**src/rtl/led_seq_ctrl.sv**
```systemverilog
// ---------------------------------------------------------------------------
// led_seq_ctrl
//   Up/down LED counter driven by three push buttons. Each button is
//   synchronised, debounced and edge-detected into a single-cycle press
//   event. A small FSM (IDLE/UP/DOWN/PAUSE) selects the count direction, and
//   a free-running divider produces the count tick.
//
// Parameters
//   DIV  iCLK cycles per count tick (>= 2)
//   DEB  iCLK cycles a button must be stable before it is accepted (>= 1)
//
// Ports
//   iCLK     system clock, rising edge
//   iRESETn  asynchronous active-low reset
//   iUP      count-up button, active-low, asynchronous
//   iDOWN    count-down button, active-low, asynchronous
//   iPAUSE   pause/resume button, active-low, asynchronous
//   oLED     current count value
//   oSTATE   current FSM state (IDLE=00, UP=01, DOWN=10, PAUSE=11)
//   oTICK    one-cycle count-tick strobe
//
// Build option
//   LED_SEQ_SAT_EN  when defined, the count saturates at 8'hFF / 8'h00
//                   instead of wrapping modulo 256.
// ---------------------------------------------------------------------------
module led_seq_ctrl #(
    parameter int unsigned DIV = 50000000,
    parameter int unsigned DEB = 500000
) (
    input  logic       iCLK,
    input  logic       iRESETn,
    input  logic       iUP,
    input  logic       iDOWN,
    input  logic       iPAUSE,
    output logic [7:0] oLED,
    output logic [1:0] oSTATE,
    output logic       oTICK
);

    localparam int unsigned TW = (DIV > 2) ? $clog2(DIV) : 1;
    localparam int unsigned DW = $clog2(DEB + 1);

    typedef enum logic [1:0] {
        IDLE  = 2'b00,
        UP    = 2'b01,
        DOWN  = 2'b10,
        PAUSE = 2'b11
    } state_t;

    // Button bundle order: [0] up, [1] down, [2] pause
    logic [2:0]    btn_raw;
    logic [2:0]    sync1;
    logic [2:0]    sync2;
    logic [2:0]    deb_lvl;
    logic [2:0]    deb_prev;
    logic [2:0]    armed;
    logic [1:0]    sync_ok;
    logic [DW-1:0] deb_cnt [3];
    logic [2:0]    press;

    logic [TW-1:0] tick_cnt;

    state_t        state;
    state_t        dir;
    logic [7:0]    led;
    logic [7:0]    led_inc;
    logic [7:0]    led_dec;

    logic          up_ev;
    logic          dn_ev;
    logic          pa_ev;

    assign btn_raw = {iPAUSE, iDOWN, iUP};

    // -----------------------------------------------------------------------
    // Synchroniser + debouncer + press detection
    // -----------------------------------------------------------------------
    // sync_ok marks the point where sync2 first carries a real sample of the
    // pins rather than its reset value. A button only becomes armed once it
    // has been seen released after that point, so a button held down across
    // reset release cannot produce a press when its debounced level falls.
    always_ff @(posedge iCLK or negedge iRESETn) begin
        if (!iRESETn) begin
            sync1    <= '1;
            sync2    <= '1;
            deb_lvl  <= '1;
            deb_prev <= '1;
            armed    <= '0;
            sync_ok  <= '0;
            for (int unsigned i = 0; i < 3; i++) begin
                deb_cnt[i] <= '0;
            end
        end else begin
            sync1    <= btn_raw;
            sync2    <= sync1;
            deb_prev <= deb_lvl;
            sync_ok  <= {sync_ok[0], 1'b1};
            armed    <= armed | ({3{sync_ok[1]}} & sync2);
            for (int unsigned i = 0; i < 3; i++) begin
                if (sync2[i] != deb_lvl[i]) begin
                    // Level flips on the DEB-th consecutive differing cycle
                    if (deb_cnt[i] == DW'(DEB - 1)) begin
                        deb_lvl[i] <= sync2[i];
                        deb_cnt[i] <= '0;
                    end else begin
                        deb_cnt[i] <= deb_cnt[i] + DW'(1);
                    end
                end else begin
                    deb_cnt[i] <= '0;
                end
            end
        end
    end

    assign press = armed & deb_prev & ~deb_lvl;
    assign up_ev = press[0];
    assign dn_ev = press[1];
    assign pa_ev = press[2];

    // -----------------------------------------------------------------------
    // Tick divider: counts 0..DIV-1. oTICK is registered one cycle early so
    // that it is high exactly while the counter holds DIV-1.
    // -----------------------------------------------------------------------
    always_ff @(posedge iCLK or negedge iRESETn) begin
        if (!iRESETn) begin
            tick_cnt <= '0;
            oTICK    <= 1'b0;
        end else begin
            if (tick_cnt == TW'(DIV - 1)) begin
                tick_cnt <= '0;
            end else begin
                tick_cnt <= tick_cnt + TW'(1);
            end
            oTICK <= (tick_cnt == TW'(DIV - 2));
        end
    end

    // -----------------------------------------------------------------------
    // Count step
    // -----------------------------------------------------------------------
`ifdef LED_SEQ_SAT_EN
    assign led_inc = (led == 8'hFF) ? led : led + 8'd1;
    assign led_dec = (led == 8'h00) ? led : led - 8'd1;
`else
    assign led_inc = led + 8'd1;
    assign led_dec = led - 8'd1;
`endif

    // -----------------------------------------------------------------------
    // FSM and count register. The count step is taken from the current
    // (pre-transition) state; the simultaneous up+down clear overrides it.
    // -----------------------------------------------------------------------
    always_ff @(posedge iCLK or negedge iRESETn) begin
        if (!iRESETn) begin
            state <= IDLE;
            dir   <= UP;
            led   <= '0;
        end else if (up_ev && dn_ev) begin
            state <= IDLE;
            led   <= '0;
        end else begin
            if (oTICK) begin
                case (state)
                    UP:      led <= led_inc;
                    DOWN:    led <= led_dec;
                    default: led <= led;
                endcase
            end
            if (up_ev) begin
                state <= UP;
            end else if (dn_ev) begin
                state <= DOWN;
            end else if (pa_ev) begin
                case (state)
                    UP, DOWN: begin
                        dir   <= state;
                        state <= PAUSE;
                    end
                    PAUSE:   state <= dir;
                    default: state <= state;
                endcase
            end
        end
    end

    assign oLED   = led;
    assign oSTATE = state;

endmodule

```
**config.mk**
```make
export PLATFORM = sky130hd
export DESIGN_NAME = led_seq_ctrl
export DESIGN_NICKNAME = d
export VERILOG_FILES = /design/src/rtl/led_seq_ctrl.sv
export SDC_FILE = /design/constraint.sdc
export NUM_CORES = 1
export LEC_CHECK = 0
export CAP_MARGIN = 20
export CELL_PAD_IN_SITES_DETAIL_PLACEMENT = 2
export CELL_PAD_IN_SITES_GLOBAL_PLACEMENT = 2
export CORE_AREA = 4 4 167 105
export DETAILED_ROUTE_END_ITERATION = 10
export DIE_AREA = 0 0 171 109
export DONT_BUFFER_PORTS = 1
export GPL_TIMING_DRIVEN = 1
export PLACE_DENSITY = 0.7
export SLEW_MARGIN = 40
export SYNTH_ARGS = -nofsm -noshare
export SYNTH_HDL_FRONTEND = slang
export SYNTH_SLANG_ARGS = --single-unit
```
**constraint.sdc**
```tcl
create_clock -name iCLK -period 4.8 [get_ports iCLK]
set_input_delay 0.48 -clock iCLK [delete_from_list [all_inputs] [get_ports iCLK]]
set_output_delay 0.48 -clock iCLK [all_outputs]
set_load 0.005 [all_outputs]
```
Word-level counts from Yosys, hierarchy flattened
Cells that the tools add are included.
{ "word_totals": {"in_bits": 5, "word_cells": 68, "register_bits": 113} }
{ "op_classes": {"mux": 15, "addsub": 6, "reduce_logical": 12, "eq_ne": 11, "n_bitwise": 8} }
{ "ops": {"columns": ["cell", "n"], "rows": [
  ["$mux W19", 6],
  ["$add A19 B1 Y19 const B", 3],
  ["$eq A19 B19 Y1 const B", 3],
  ["$eq A26 B26 Y1 const B", 2],
  ["$add A26 B1 Y26 const B", 1],
  ["$mux W26", 1],
  ["$mux W8", 2],
  ["$pmux W8 S2", 1],
  ["$reduce_and A2 Y1", 5],
  ["$and A3 B3 Y3", 3],
  ["$add A8 B1 Y8 const B", 1],
  ["$mux W2", 4],
  ["$sub A8 B1 Y8 const B", 1],
  ["$reduce_and A5 Y1", 1],
  ["$reduce_bool A5 Y1", 1],
  ["$eq A2 B2 Y1 const B", 2],
  ["$pmux W2 S2", 1],
  ["$reduce_bool A4 Y1", 1],
  ["$ne A1 B1 Y1", 3],
  ["$not A1 Y1", 3],
  ["$not A3 Y3", 1],
  ["$or A3 B3 Y3", 1],
  ["$reduce_bool A3 Y1", 1],
  ["$eq A2 B1 Y1 const B", 1],
  ["3 further kinds", 3]
]} }

Depth between registers and ports, before layout
Gate-level depths: netlist (run 1).
{ "logic_depth": {"word_depth": 7, "depth_mapped": 12, "ltp_nobuf": 10} }

Least setup slack after synthesis (run 1)
OpenSTA, ideal clock, no wires.
{ "synth_path": {"path_type": "flip-flop to flip-flop", "start": "reg state[0], in the netlist oSTATE[0]", "end": "reg led[6], in the netlist oLED[6]", "setup_time_ps": 155, "setup_slack_ps": 2247, "t_arrival_ps": 2398, "stages_incl_launch_ff": 13, "period_less_slack_ps": 2553, "t_required_ps": 4645, "path_cell_list": "dfrtp_1 inv_1 ha_1 buf_4 clkbuf_1 xor2_1 ha_1 o21a_1 o221ai_1 a211oi_1 nor3_1 mux2i_1 nor3_1"} }
{ "synth_between": {"elab_chain_len": 4, "elab_cells_between_ends": 7} }
{ "synth_rtl": {"columns": ["item", "line_no", "source"], "rows": [
  ["from (decl)", "63", "state_t state;"],
  ["from (signal assigned)", "179", "PAUSE: state <= dir;"],
  ["from (signal assigned)", "180", "default: state <= state;"],
  ["$eq A2 B2 Y1 / $eq A2 B1 Y1 (equally long branches)", "163", "case (state)"],
  ["$pmux W8 S2", "163", null],
  ["$mux W8", "162", "if (oTICK) begin"],
  ["$mux W8", "158", "end else if (up_ev && dn_ev) begin"],
  ["to (signal assigned)", "164", "UP: led <= led_inc;"],
  ["to (signal assigned)", "165", "DOWN: led <= led_dec;"],
  ["to (signal assigned)", "166", "default: led <= led;"],
  ["to (decl)", "65", "logic [7:0] led;"]
]} }
Parallel ways exist; a longest one is shown, timed or not. The select of a mux whose other input is x is not followed.
A chain may end at the register's enable or synchronous reset.

Worst setup path after layout (run 1)
{ "layout_path": {"start": "reg state[0], in the netlist oSTATE[0]", "end": "reg led[4], in the netlist oLED[4]"} }
Same word-level chain as after synthesis.

==> run summary, run 1 <==
The run finished with clean final reports. Global routing finished with a remaining overflow of 0. During synthesis, Yosys emitted a total of 0 warnings. For the worst-skew pair, the clock arrives at the later sink with an insertion delay of 420 ps.

The y dimension of the die is 109 um, and the number of global-route vias before repair is 4584. The number of nets in the synthesized netlist is 568. The worst setup path is launched from a flop.

Ratio of total power to cell area: 366 nW/um^2. Leaving out filler cells and counting taps, the final layout contains 782. The number of routed nets with antenna violations is 0, and the antenna diode instance count is 0. The tools report the cell chosen for the clock root as clkbuf_16. Setup repair after global routing left no endpoint under its margin.

The normalized max-slew margin is 48.8%. Across every metal layer, demand over resource in global routing totals 16.5%. For met1 alone, demand over resource in global routing was 22.7%. Number of antenna violations at the first check in global routing: 0.

Data on the critical path is required at its endpoint by 5050 ps. The tools report the global placer's final weighted congestion as 0.754. The maximum achievable frequency is 323 MHz, and the total negative slack is 0 ps. Cells with a size suffix above 1 make up 11.0% of the layout. The run gives 3350 ps as the data arrival time of the critical path. The die covers 18600 sq um.

The logs give 0 for the count of unresolved DRC violations after routing and 18.2 ps for the worst clock skew. The cell count after placement came out at 749. Clock-pin slew was measured on the worst setup and hold paths at 60 ps.

From synthesis to final layout, the design area changed by 15.8%. The first-pass GRT wire length is 24100 um. The most used flip-flop cell after synthesis is dfrtp_1.

The tools report the number of endpoints with negative hold slack in the final report as 0. The die is 171 um wide. For the number of clock sinks seen by CTS, the log shows 113.

The most crowded layer after global routing is met2. Post-CTS timing repair inserted 0 buffers for setup. The via density per instance is 5.15. 16 I/O pins were placed. Counting along the longest clock path gives a buffer depth of 2. The number of flops mapped to enable cells by yosys was 0; the core area was 15900 sq um. Post-detailed-placement half-perimeter wirelength: 9430 um. The count of input and output buffers works out to 0. The run gives 14000 um as the total detailed-routing wirelength. The post-route fraction of the period consumed by the critical path works out to 64.4%. Dividing the detail-routed wire length by the instance count gives 17.9 um. Synthesis handed over a netlist of 550 instances. VDD sags by at most 0.230 mV. The initial utilization of the core area, before any placement, comes to 34.5%.

The number of gates resized after CTS was 0. Setup violations remaining at the end of the flow were counted as 0. Counting flops and latches in the post-synthesis netlist gives 113.

The tools report the leakage dissipation as 2.69 nW. The maximum number of pins on one net before global-route repair is 114, and the clock period minus final worst setup slack is 3090 ps. The logs give 578 for the count of nets after finishing and 39.9% for the fraction of the core area covered by cells at the end of the flow. The run gives 4.96% as the met3 layer usage reported by global route.

TritonCTS built the clock tree. Detailed-router iteration count before antenna repair: 7. The critical path starts at oSTATE[0]$_DFFE_PN0P_.

Counting distinct cell types in the post-synthesis netlist gives 52. The critical path in this run is classified as flop to flop. For the part of the Yosys area used for sequential elements, the log shows 51.8%. For this run, asynchronously set or reset flops after synthesis account for 100%. The tool flagged a number of max-cap violations equal to 0. The path class of the tightest hold or removal check is input pin to asynchronous set/reset pin.

The synthesized netlist occupies a cell area of 5500 sq um. For the final-report max-slew violation count, the log shows 0. In this run the critical register-to-register path is launched from oSTATE[0]$_DFFE_PN0P_. The via count is 4027. The worst setup path is captured at a flop. Along the worst path, the maximum fanout reaches 21.

Global routing consumed, on the met2 layer, 25.4% of the routing resources. The logs give 36 for the number of rows in the core area and 17 for the TritonCTS buffer count. Deepest level of the CTS H-tree: 4.

For the pin with the worst max-slew slack, the measured transition is 768 ps. Dividing the synthesized area by the synthesized cell count gives 9.99 sq um. In this run, the number of DRC markers left after iteration 0 of detailed routing was 218.
cell type report:
cell class	instances	area [sq um]
clock buffer	19	453
clock inverter	13	160
fill	1690	9580
inverter	18	67.6
multi-input combinational	409	2550
sequential	113	2840
tap	209	262
timing repair buffer	1	27.5
registers in the layout, summed over array words and instances, names as in the netlist:
register / count
oTICK: 1
dir: 2
tick_cnt: 26
armed: 3
oSTATE: 2
deb_lvl: 3
sync_ok: 2
sync1: 3
oLED: 8
deb_cnt: 57
deb_prev: 3
sync2: 3
power by group:
group	total (mW)	leakage (nW)	switching [mW]	internal [mW]
clock network	1.31	0.287	0.468	0.841
logic	0.0424	0.908	0.0324	0.00998
registers	0.974	1.49	0.00864	0.965
total	2.33	2.69	0.509	1.82
kinds of logic (layout without fill, tap and decap cells):
| logic type | after synthesis | in the layout | synth area share (%) |
|---|---|---|---|
| other cells | 1 | 1 | 0.0682 |
| simple gates | 271 | 271 | 24.8 |
| buf+inv | 28 | 51 | 1.98 |
| fa+ha+maj | 13 | 13 | 2.96 |
| compound gates | 40 | 40 | 4.92 |
| mux | 4 | 4 | 0.797 |
| xor+xnor | 80 | 80 | 12.8 |
| flops | 113 | 113 | 51.8 |
Yosys cell counts (all sizes together), types with 7 or more instances:
cell type,count,area [sq um]
nand3,33,165
xor2,38,333
dfrtp,100,2500
xnor2,42,368
ha,13,163
inv,18,67.6
or3,7,43.8
o21ai,12,60.1
nor3,13,65.1
nor2,103,387
nand2,39,146
dfstp,13,342
clkbuf,9,33.8
nand4,15,93.8
and4,11,96.3
and3,15,95.1
a21oi,12,63.8
per-layer routing:
metal	routed length, um	vias up
met5	0	-
met4	133	0
met3	413	9
met2	6290	28
met1	7140	2090
li1	-	1900
critical path, stage by stage, from the launching register on:
cell      delay, ps
dfrtp_1         440
inv_1           130
ha_1            670
xor2_1          180
ha_1            260
a21boi_0        140
o221ai_1        400
a21oi_1         150
nor3b_1         320
xnor2_1         160
nor2_1           70
per-stage QoR:
stage | total power [mW] | hold slack, ps | setup slack, ps | area, sq um
floorplan | 1.01 | 184 | 2250 | 5500
global placement | 1.01 | 189 | 1970 | 5720
detailed placement | 1.01 | 190 | 1780 | 5720
CTS | 2.37 | 35.1 | 1750 | 6360
global route | 2.43 | 26.9 | 1450 | 6360
finish | 2.33 | 10.5 | 1710 | 6360
worst paths after layout:
check | slack [ps] | depth (start not counted) | endpoint
max | 1710 | 10 | oLED[4]$_DFFE_PN0P_
min | 10 | 1 | deb_cnt[35]$_DFF_PN0_
max reg2reg | 1710 | 10 | oLED[4]$_DFFE_PN0P_
min reg2reg | 360 | 0 | sync2[2]$_DFF_PN1_
max in group asynchronous | 4350 | 1 | tick_cnt[7]$_DFF_PN0_
min in group iCLK | 50 | 0 | sync1[1]$_DFF_PN1_
cell usage in the layout (no fill, tap or decap), drive strengths merged, types with 11 or more instances in the layout:
| master | instances |
|---|---|
| dfstp | 13 |
| nor3 | 13 |
| nand4 | 15 |
| xor2 | 38 |
| inv | 19 |
| clkbuf | 19 |
| nor2 | 103 |
| ha | 13 |
| and3 | 15 |
| a21oi | 12 |
| and4 | 11 |
| nand3 | 33 |
| dfrtp | 100 |
| nand2 | 39 |
| o21ai | 12 |
| xnor2 | 42 |
timing repair:
item | CTS | global route
setup endpoints to repair | 0 | 0
hold endpoints to repair | 113 | 0
hold buffers | 1 | 0
Note: power is estimated with default switching activity, not from simulation.
==> run 2: changes to the inputs <==
--- a/config.mk
+++ b/config.mk
@@ -13,7 +13,7 @@
 export DIE_AREA = 0 0 171 109
 export DONT_BUFFER_PORTS = 1
 export GPL_TIMING_DRIVEN = 1
-export PLACE_DENSITY = 0.7
+export PLACE_DENSITY = 0.73
 export SLEW_MARGIN = 40
 export SYNTH_ARGS = -nofsm -noshare
 export SYNTH_HDL_FRONTEND = slang
==> constraint.sdc (replaced) <==
create_clock -name iCLK -period 2.5 [get_ports iCLK]
set_input_delay 0.25 -clock iCLK [delete_from_list [all_inputs] [get_ports iCLK]]
set_output_delay 0.25 -clock iCLK [all_outputs]
set_load 0.005 [all_outputs]
==> run 2 against run 1 <==
The run now ends with negative hold slack, negative setup slack left. Utilization up 1.3 points. Wire length up 5.2%. Maximum frequency up 23%. Flip-flop and latch count unchanged. Design area up 3.3%. Register-to-register slack worse by 1700 ps. Via count up 2.6%. Cell count up 2.2%. Power up 95%. Clock skew down 9.7 ps. Clock-buffer cell count up 4. Non-clock buffer count up 17. Critical path type unchanged. Critical endpoint is now oLED[7]$_DFFE_PN0P_. Highest routed layer unchanged.
==> run summary, run 2 (synthesis results as in run 1) <==
The core area came out at 15900 sq um. The maximum achievable frequency was 396 MHz; the first-iteration detailed-routing DRC count was 151. For the number of rows in the core area, the log shows 36. The run finished, with violations left. The global placer's final weighted congestion came out at 0.792. The number of antenna violations at the first check in global routing is 0. The initial core utilization was 34.5%; the worst clock skew was 8.51 ps. The length of routed met3 wiring was 413 um; the die area was 18600 sq um. The worst stage delay on the critical path was 550 ps; the pre-CTS setup slack was 43.0 ps. The share of total power dissipated in combinational logic is 1.1%. The register with the most flip-flops in the layout has 57 of them.

The run gives 7140 um as the met2 layer wire length in the routed design. Buffers inserted during clock tree synthesis total 17. The library cell used most frequently in the layout, excluding fill and tap cells, is nor2_1.

TritonCTS built the clock tree. The area growth from synthesis to final layout came out at 19.6%. The tools report the number of clock sinks seen by CTS as 113. In the finished design, the share of the clock period the worst path needs comes to 101%. The tools report the final hold slack as -478 ps. Before antenna repair, the detailed router went through 4 iterations.

The count of unresolved DRC violations after routing was 0. The highest metal layer with signal wires is met4. The number of endpoints with negative hold slack in the final report was 113; the via density per instance was 5.17.

Total power draw: 4.52 mW. STA classifies the critical path endpoint as a flop. The overall track demand over capacity in global routing is 17.0%, and the clock-pin slew reported for the worst setup and hold paths after clock tree synthesis is 60 ps. The tools report the worst setup margin as -23.7 ps.

The kind of start point of the critical path is a flop. The tools report the deepest level of the CTS H-tree as 4. The signal on the critical path passes through buf_6 > ha_4 > buf_6 > and2_4 > o41ai_4 > nor2_2 > or4_4 > a31o_1 > a21oi_2. The repair_antennas step left the layout with diodes totalling 0.

Leakage dissipation: 2.77 nW. The tools report the data required time at the worst endpoint as 2850 ps. For this run, the share of the core covered by cells in the final layout is 41.2%. Tracing the worst setup path back leads to its startpoint at oSTATE[1]$_DFFE_PN0P_. The worst path in the final design needs a cycle of 2520 ps, including I/O delays and setup. The tools report the clock insertion delay at the later pin of the skew report as 420 ps.

The number of global-route vias before repair was 4634. After detailed routing, the total wire length is 14700 um. The net count of the finished layout is 595. The count of input and output buffers is 0. For the number of max-cap violations, the log shows 0. Setup repair after global routing could not meet its margin everywhere. The largest fanout on the critical path came out at 5. The cell with the largest stage delay on the worst path is or4_4. Register with the most flip-flops: deb_cnt. Power spread over the standard cell area amounts to 688 nW/um^2.

After global routing the overflow that remains totals 0. The total negative slack came out at -23.7 ps. The internal power was 3.62 mW.

VDD sags by at most 0.452 mV. Including well taps, the total number of placed cells is 760. From left edge to right edge, the die measures 171 um.

The top cell types in the final layout, fill and taps aside, are nor2_1, dfrtp_1, xnor2_1. The setup violation total in the final timing report is 1, and the via count is 4131. The tools report the final-report max-slew violation count as 0. The checks that failed: negative hold slack, negative setup slack. The share of layout cells above drive strength 1 was 14.9%; the first-pass GRT wire length was 24600 um. The run gives 2870 ps as the data arrival time of the critical path. The post-detailed-placement half-perimeter wirelength came out at 9500 um.

Pin placement for this block handled 16 I/O pins. The logs give 114 for the maximum number of pins on one net before global-route repair and 6570 sq um for the post-route cell area. Of the total power, the clock network draws 57.5%. The logs give 5800 sq um for the post-place instance area and 799 for the final cell count without fillers. The detail route stage leaves a number of antenna-violating nets equal to 0. For the maximum count of clock buffers along a single path, the log shows 2.

The critical path in this run is classified as flop to flop. The launch instance of the worst register-to-register path was oSTATE[1]$_DFFE_PN0P_. In this run switching power makes up 20.1% of total power. For this block, wires on met1 add up to 6940 um. The y dimension of the die works out to 109 um. The tools report the cell chosen for the clock root as clkbuf_16. The run gives 3 as the hold-fix buffer count after cts. The net load switching power is 909 uW. The most common cell type on the critical path was buf_6.

Per-cell routed wire length: 18.4 um. The part of the total power dissipated in sequential elements is 41.4%, and the worst reg-to-reg path cell count is 9. The type of the worst min-delay path is input pin to asynchronous set/reset pin.
-- run 2: repair_timing --
action,in CTS,in global routing
hold endpoints to repair,116,113
buffers inserted,0,4
gates resized for setup,2,19
endpoints found under the setup margin,1,4
pin swaps,0,6
-- run 2: final cells by class --
| type | instances | area (sq um) |
|---|---|---|
| clock buffers | 23 | 478 |
| inverters | 18 | 67.6 |
| repair buffers | 18 | 150 |
| clock inverters | 9 | 155 |
| flip-flops and latches | 113 | 2840 |
| multi-input cells | 409 | 2620 |
| fillers | 1667 | 9370 |
| well taps | 209 | 262 |
-- run 2: path summary, 6_finish.rpt --
kind / to / slack (ps)
setup / recovery: oLED[7]$_DFFE_PN0P_ / -20
hold / removal: deb_cnt[27]$_DFF_PN0_ / -480
setup reg to reg: oLED[7]$_DFFE_PN0P_ / -20
hold reg to reg: sync_ok[1]$_DFF_PN0_ / 350
max in group asynchronous: sync2[0]$_DFF_PN1_ / 2730
min in group iCLK: sync_ok[1]$_DFF_PN0_ / 350
-- run 2: critical path: cells and delay by family (launching register included) --
family,cells,cell delay [ps]
adder cells (fa/ha/maj),1,160
flip-flops,1,400
AO/OA/AOI/OAI,3,870
AND/OR/NAND/NOR,3,780
buffers and inverters,2,260
-- run 2: metal layers --
metal,global-route usage [%],vias up
li1,-,1929
met1,22.1,2152
met2,27.4,33
met3,4.57,17
met4,6.11,0
met5,0,-
-- run 2: power by group through the flow --
stage | Combinational (mW) | Clock [mW] | Sequential (mW)
after floorplan | 0.0341 | 0 | 1.90
after global placement | 0.0393 | 0 | 1.90
after detailed placement | 0.0439 | 0 | 1.90
after CTS | 0.0502 | 2.68 | 1.87
after global routing | 0.0547 | 2.78 | 1.87
final | 0.0490 | 2.60 | 1.87
==> run 3: changes to the inputs <==
--- a/config.mk
+++ b/config.mk
@@ -8,12 +8,12 @@
 export CAP_MARGIN = 20
 export CELL_PAD_IN_SITES_DETAIL_PLACEMENT = 2
 export CELL_PAD_IN_SITES_GLOBAL_PLACEMENT = 2
-export CORE_AREA = 4 4 167 105
+export CORE_AREA = 4 4 161 101
 export DETAILED_ROUTE_END_ITERATION = 10
-export DIE_AREA = 0 0 171 109
+export DIE_AREA = 0 0 165 105
 export DONT_BUFFER_PORTS = 1
 export GPL_TIMING_DRIVEN = 1
-export PLACE_DENSITY = 0.73
+export PLACE_DENSITY = 0.78
 export SLEW_MARGIN = 40
 export SYNTH_ARGS = -nofsm -noshare
 export SYNTH_HDL_FRONTEND = slang
==> run 3 against run 2 <==
The flow finishes with violations (negative hold slack). Register-to-register slack improved by 130 ps. Flip-flop and latch count did not move. Maximum frequency rose by 5.5%. Critical path depth fell by 1. Sequential share of layout area rose by 0.53 points. Highest routed layer unchanged.
==> run summary, run 3 (synthesis results as in run 1) <==
From synthesis to final layout, the design area changed by 18.1%. Per report_power, the combinational group accounts for 1.1% of the total. The die covers 17300 sq um. The number of antenna violations at the first check in global routing came out at 0. The root buffer cell chosen for the clock tree is clkbuf_16.

The number of endpoints with negative hold slack in the final report was 113; the transition time of the tightest slew-check pin was 543 ps. Deepest level of the CTS H-tree: 4. For this design, the slowest cell found on the critical path is or4_4.

For this run, the post-layout net count is 591. Summed over all cells, the static leakage comes to 2.74 nW. The final reports fail on negative hold slack. For the via count, the log shows 4207. The cell family contributing the most delay on the critical path is simple AND/OR/NAND/NOR gates.

In this run the deepest clock path goes through 2 buffers. In this run the count of I/O pins placed on the die edge is 16. Traced cell by cell, the critical path runs through buf_4 > ha_2 > and2_1 > o41ai_4 > nor2_1 > or4_4 > a31o_1 > a21oi_2. The startpoint identified for the worst register-to-register timing path is oSTATE[1]$_DFFE_PN0P_.

The y dimension of the die is 105 um. In the final routed layout, each cell accounts on average for 19.7 um. deb_cnt holds more flip-flops than any other register.

The analysis attributes to net switching a power of 1.01 mW. Measured on the finished design, the core utilization comes to 43.5%. The first-iteration detailed-routing DRC count was 202; the switching fraction of total power was 22.6%.

The critical path ends at oLED[7]$_DFFE_PN0P_. Data required time at the worst endpoint: 2850 ps. Setup repair after global routing could not meet its margin everywhere.

The worst-case IR drop observed on VDD is 0.387 mV. The capturing point of the worst reg2reg path is oLED[7]$_DFFE_PN0P_. STA puts the critical path data arrival time at 2750 ps.

The run gives 0 as the final-report max-slew violation count. Worst stage delay on the critical path: 500 ps. Hold-fix buffer count after cts: 3. The clock-pin slew reported for the worst setup and hold paths after clock tree synthesis was 60 ps; the detailed-router iteration count before antenna repair was 4. The repair_antennas step left the layout with diodes totalling 0. For the normalized max-slew margin, the log shows 63.5%. For the core area, the log shows 14900 sq um. Leaving out fill and tap cells, the most frequent cell in the layout is nor2_1. The tools report the portion of total power attributed to the clock network as 57.0%.

The clock net in this run drives a total of 113 sinks. Global routing used 19.3% of the available tracks across all layers. The final critical path takes up 95.7% of the cycle. The worst setup path is launched from a flop. In this run the number of cells on the critical path is 8. The kind of critical path is flop to flop. Dividing the detail-routed via count by the number of cells gives 5.33. Launching element of the worst setup path: oSTATE[1]$_DFFE_PN0P_. The buffering stage count on the worst path with inverters included was 1; the TritonCTS buffer count was 17. Entering global routing, the biggest net connects 114 pins. The setup check on the worst reg-to-reg path leaves a slack of 110 ps. The post-detailed-placement half-perimeter wirelength is 9760 um, and the largest fanout on the critical path is 7. In this run the power density over the cells is 686 nW/um^2.

At the end of routability-driven placement, the weighted congestion stood at 0.820. The worst register-to-register path has a depth of 8. The number of rows in the core area is 35, and the internal power is 3.45 mW. The top cell types in the final layout, fill and taps aside, are nor2_1, dfrtp_1, xnor2_1. For the maximum achievable frequency, the log shows 418 MHz. The clock period minus final worst setup slack was 2390 ps. The tools report the count of unresolved DRC violations after routing as 0. The run finished, with violations left. The number of global-route vias before repair was 4812; the overflow left after global routing was 0. The first global-routing pass estimated 26300 um of wire.

For the final hold slack, the log shows -473 ps. The die is 165 um wide. The initial core utilization is 36.8%, and the count of input and output buffers is 0.

TritonCTS built the clock tree. The tools report the number of max-cap violations as 0. The worst clock skew is 14.2 ps. The run gives 0 as the number of routed nets with antenna violations. In this run the worst hold path is classified as input pin to asynchronous set/reset pin.

The total detailed-routing wirelength is 15500 um, and the part of the total power dissipated in sequential elements is 42.0%. The flip-flop count of the largest register after layout is 57. Setup violation total in the final timing report: 0.

Of the cells placed in the final design, the portion with a size suffix greater than 1 is 14.0%. The clock insertion delay at the later pin of the skew report came out at 420 ps. The capturing element type of the critical path is a flop.
-- run 3: routing by layer --
metal | vias to the layer above | wire length, um | track usage (%)
li1 | 1924 | - | -
met5 | - | 0 | 0
met2 | 64 | 7740 | 32.0
met1 | 2195 | 6940 | 24.4
met3 | 24 | 553 | 4.65
met4 | 0 | 277 | 7.12
-- run 3: cell type report --
cell class              count  area, sq um
clock buffers              17          425
clock inverters            15          186
fillers                  1548         8440
inverters                  18         67.6
multi-input cells         409         2600
flip-flops and latches    113         2840
well taps                 203          254
repair buffers             14          113
-- run 3: power by group through the flow --
stage	clock, mW	combinational, mW	sequential, mW
2_1_floorplan	0	0.0341	1.90
3_3_place_gp	0	0.0394	1.90
3_5_place_dp	0	0.0427	1.90
4_1_cts	2.60	0.0481	1.87
5_1_grt	2.71	0.0544	1.87
6_report	2.54	0.0470	1.87
-- run 3: worst min-delay path by stage --
| stage | to | slack [ps] | cells after the start |
|---|---|---|---|
| 2_1_floorplan | armed[0]$_DFF_PN0_ | -50 | 0 |
| 5_1_grt | oLED[3]$_DFFE_PN0P_ | -500 | 0 |
| 6_report | oLED[7]$_DFFE_PN0P_ | -470 | 0 |
| 3_5_place_dp | oLED[2]$_DFFE_PN0P_ | -40 | 0 |
| 4_1_cts | oLED[3]$_DFFE_PN0P_ | -500 | 0 |
| 3_3_place_gp | oLED[2]$_DFFE_PN0P_ | -40 | 0 |
-- run 3: what timing repair did --
| item | in CTS | in global routing |
|---|---|---|
| cloned | 0 | 0 |
| setup endpoints to repair | 2 | 3 |
| gates resized for setup | 3 | 11 |
| buffers inserted | 0 | 0 |
| pin swaps | 0 | 1 |
| hold endpoints to repair | 116 | 113 |
-- run 3: metrics by stage --
stage          setup slack, ps  instances  TNS [ps]  total power [mW]  area, sq um
6_report                   108        789         0              4.45         6490
5_1_grt                  -23.0        789     -23.0              4.63         6490
4_1_cts                   1.19        789         0              4.52         6450
3_5_place_dp              48.6        754         0              1.94         5800
3_3_place_gp               143        754         0              1.94         5800
2_1_floorplan             35.7        550         0              1.93         5500
-- run 3: worst reg2reg max path, cell delays in order (launching register included) --
cell and delay (ps):
dfrtp_1 410, buf_4 180, ha_2 240, and2_1 200, o41ai_4 370, nor2_1 130, or4_4 500, a31o_1 200
a21oi_2 100
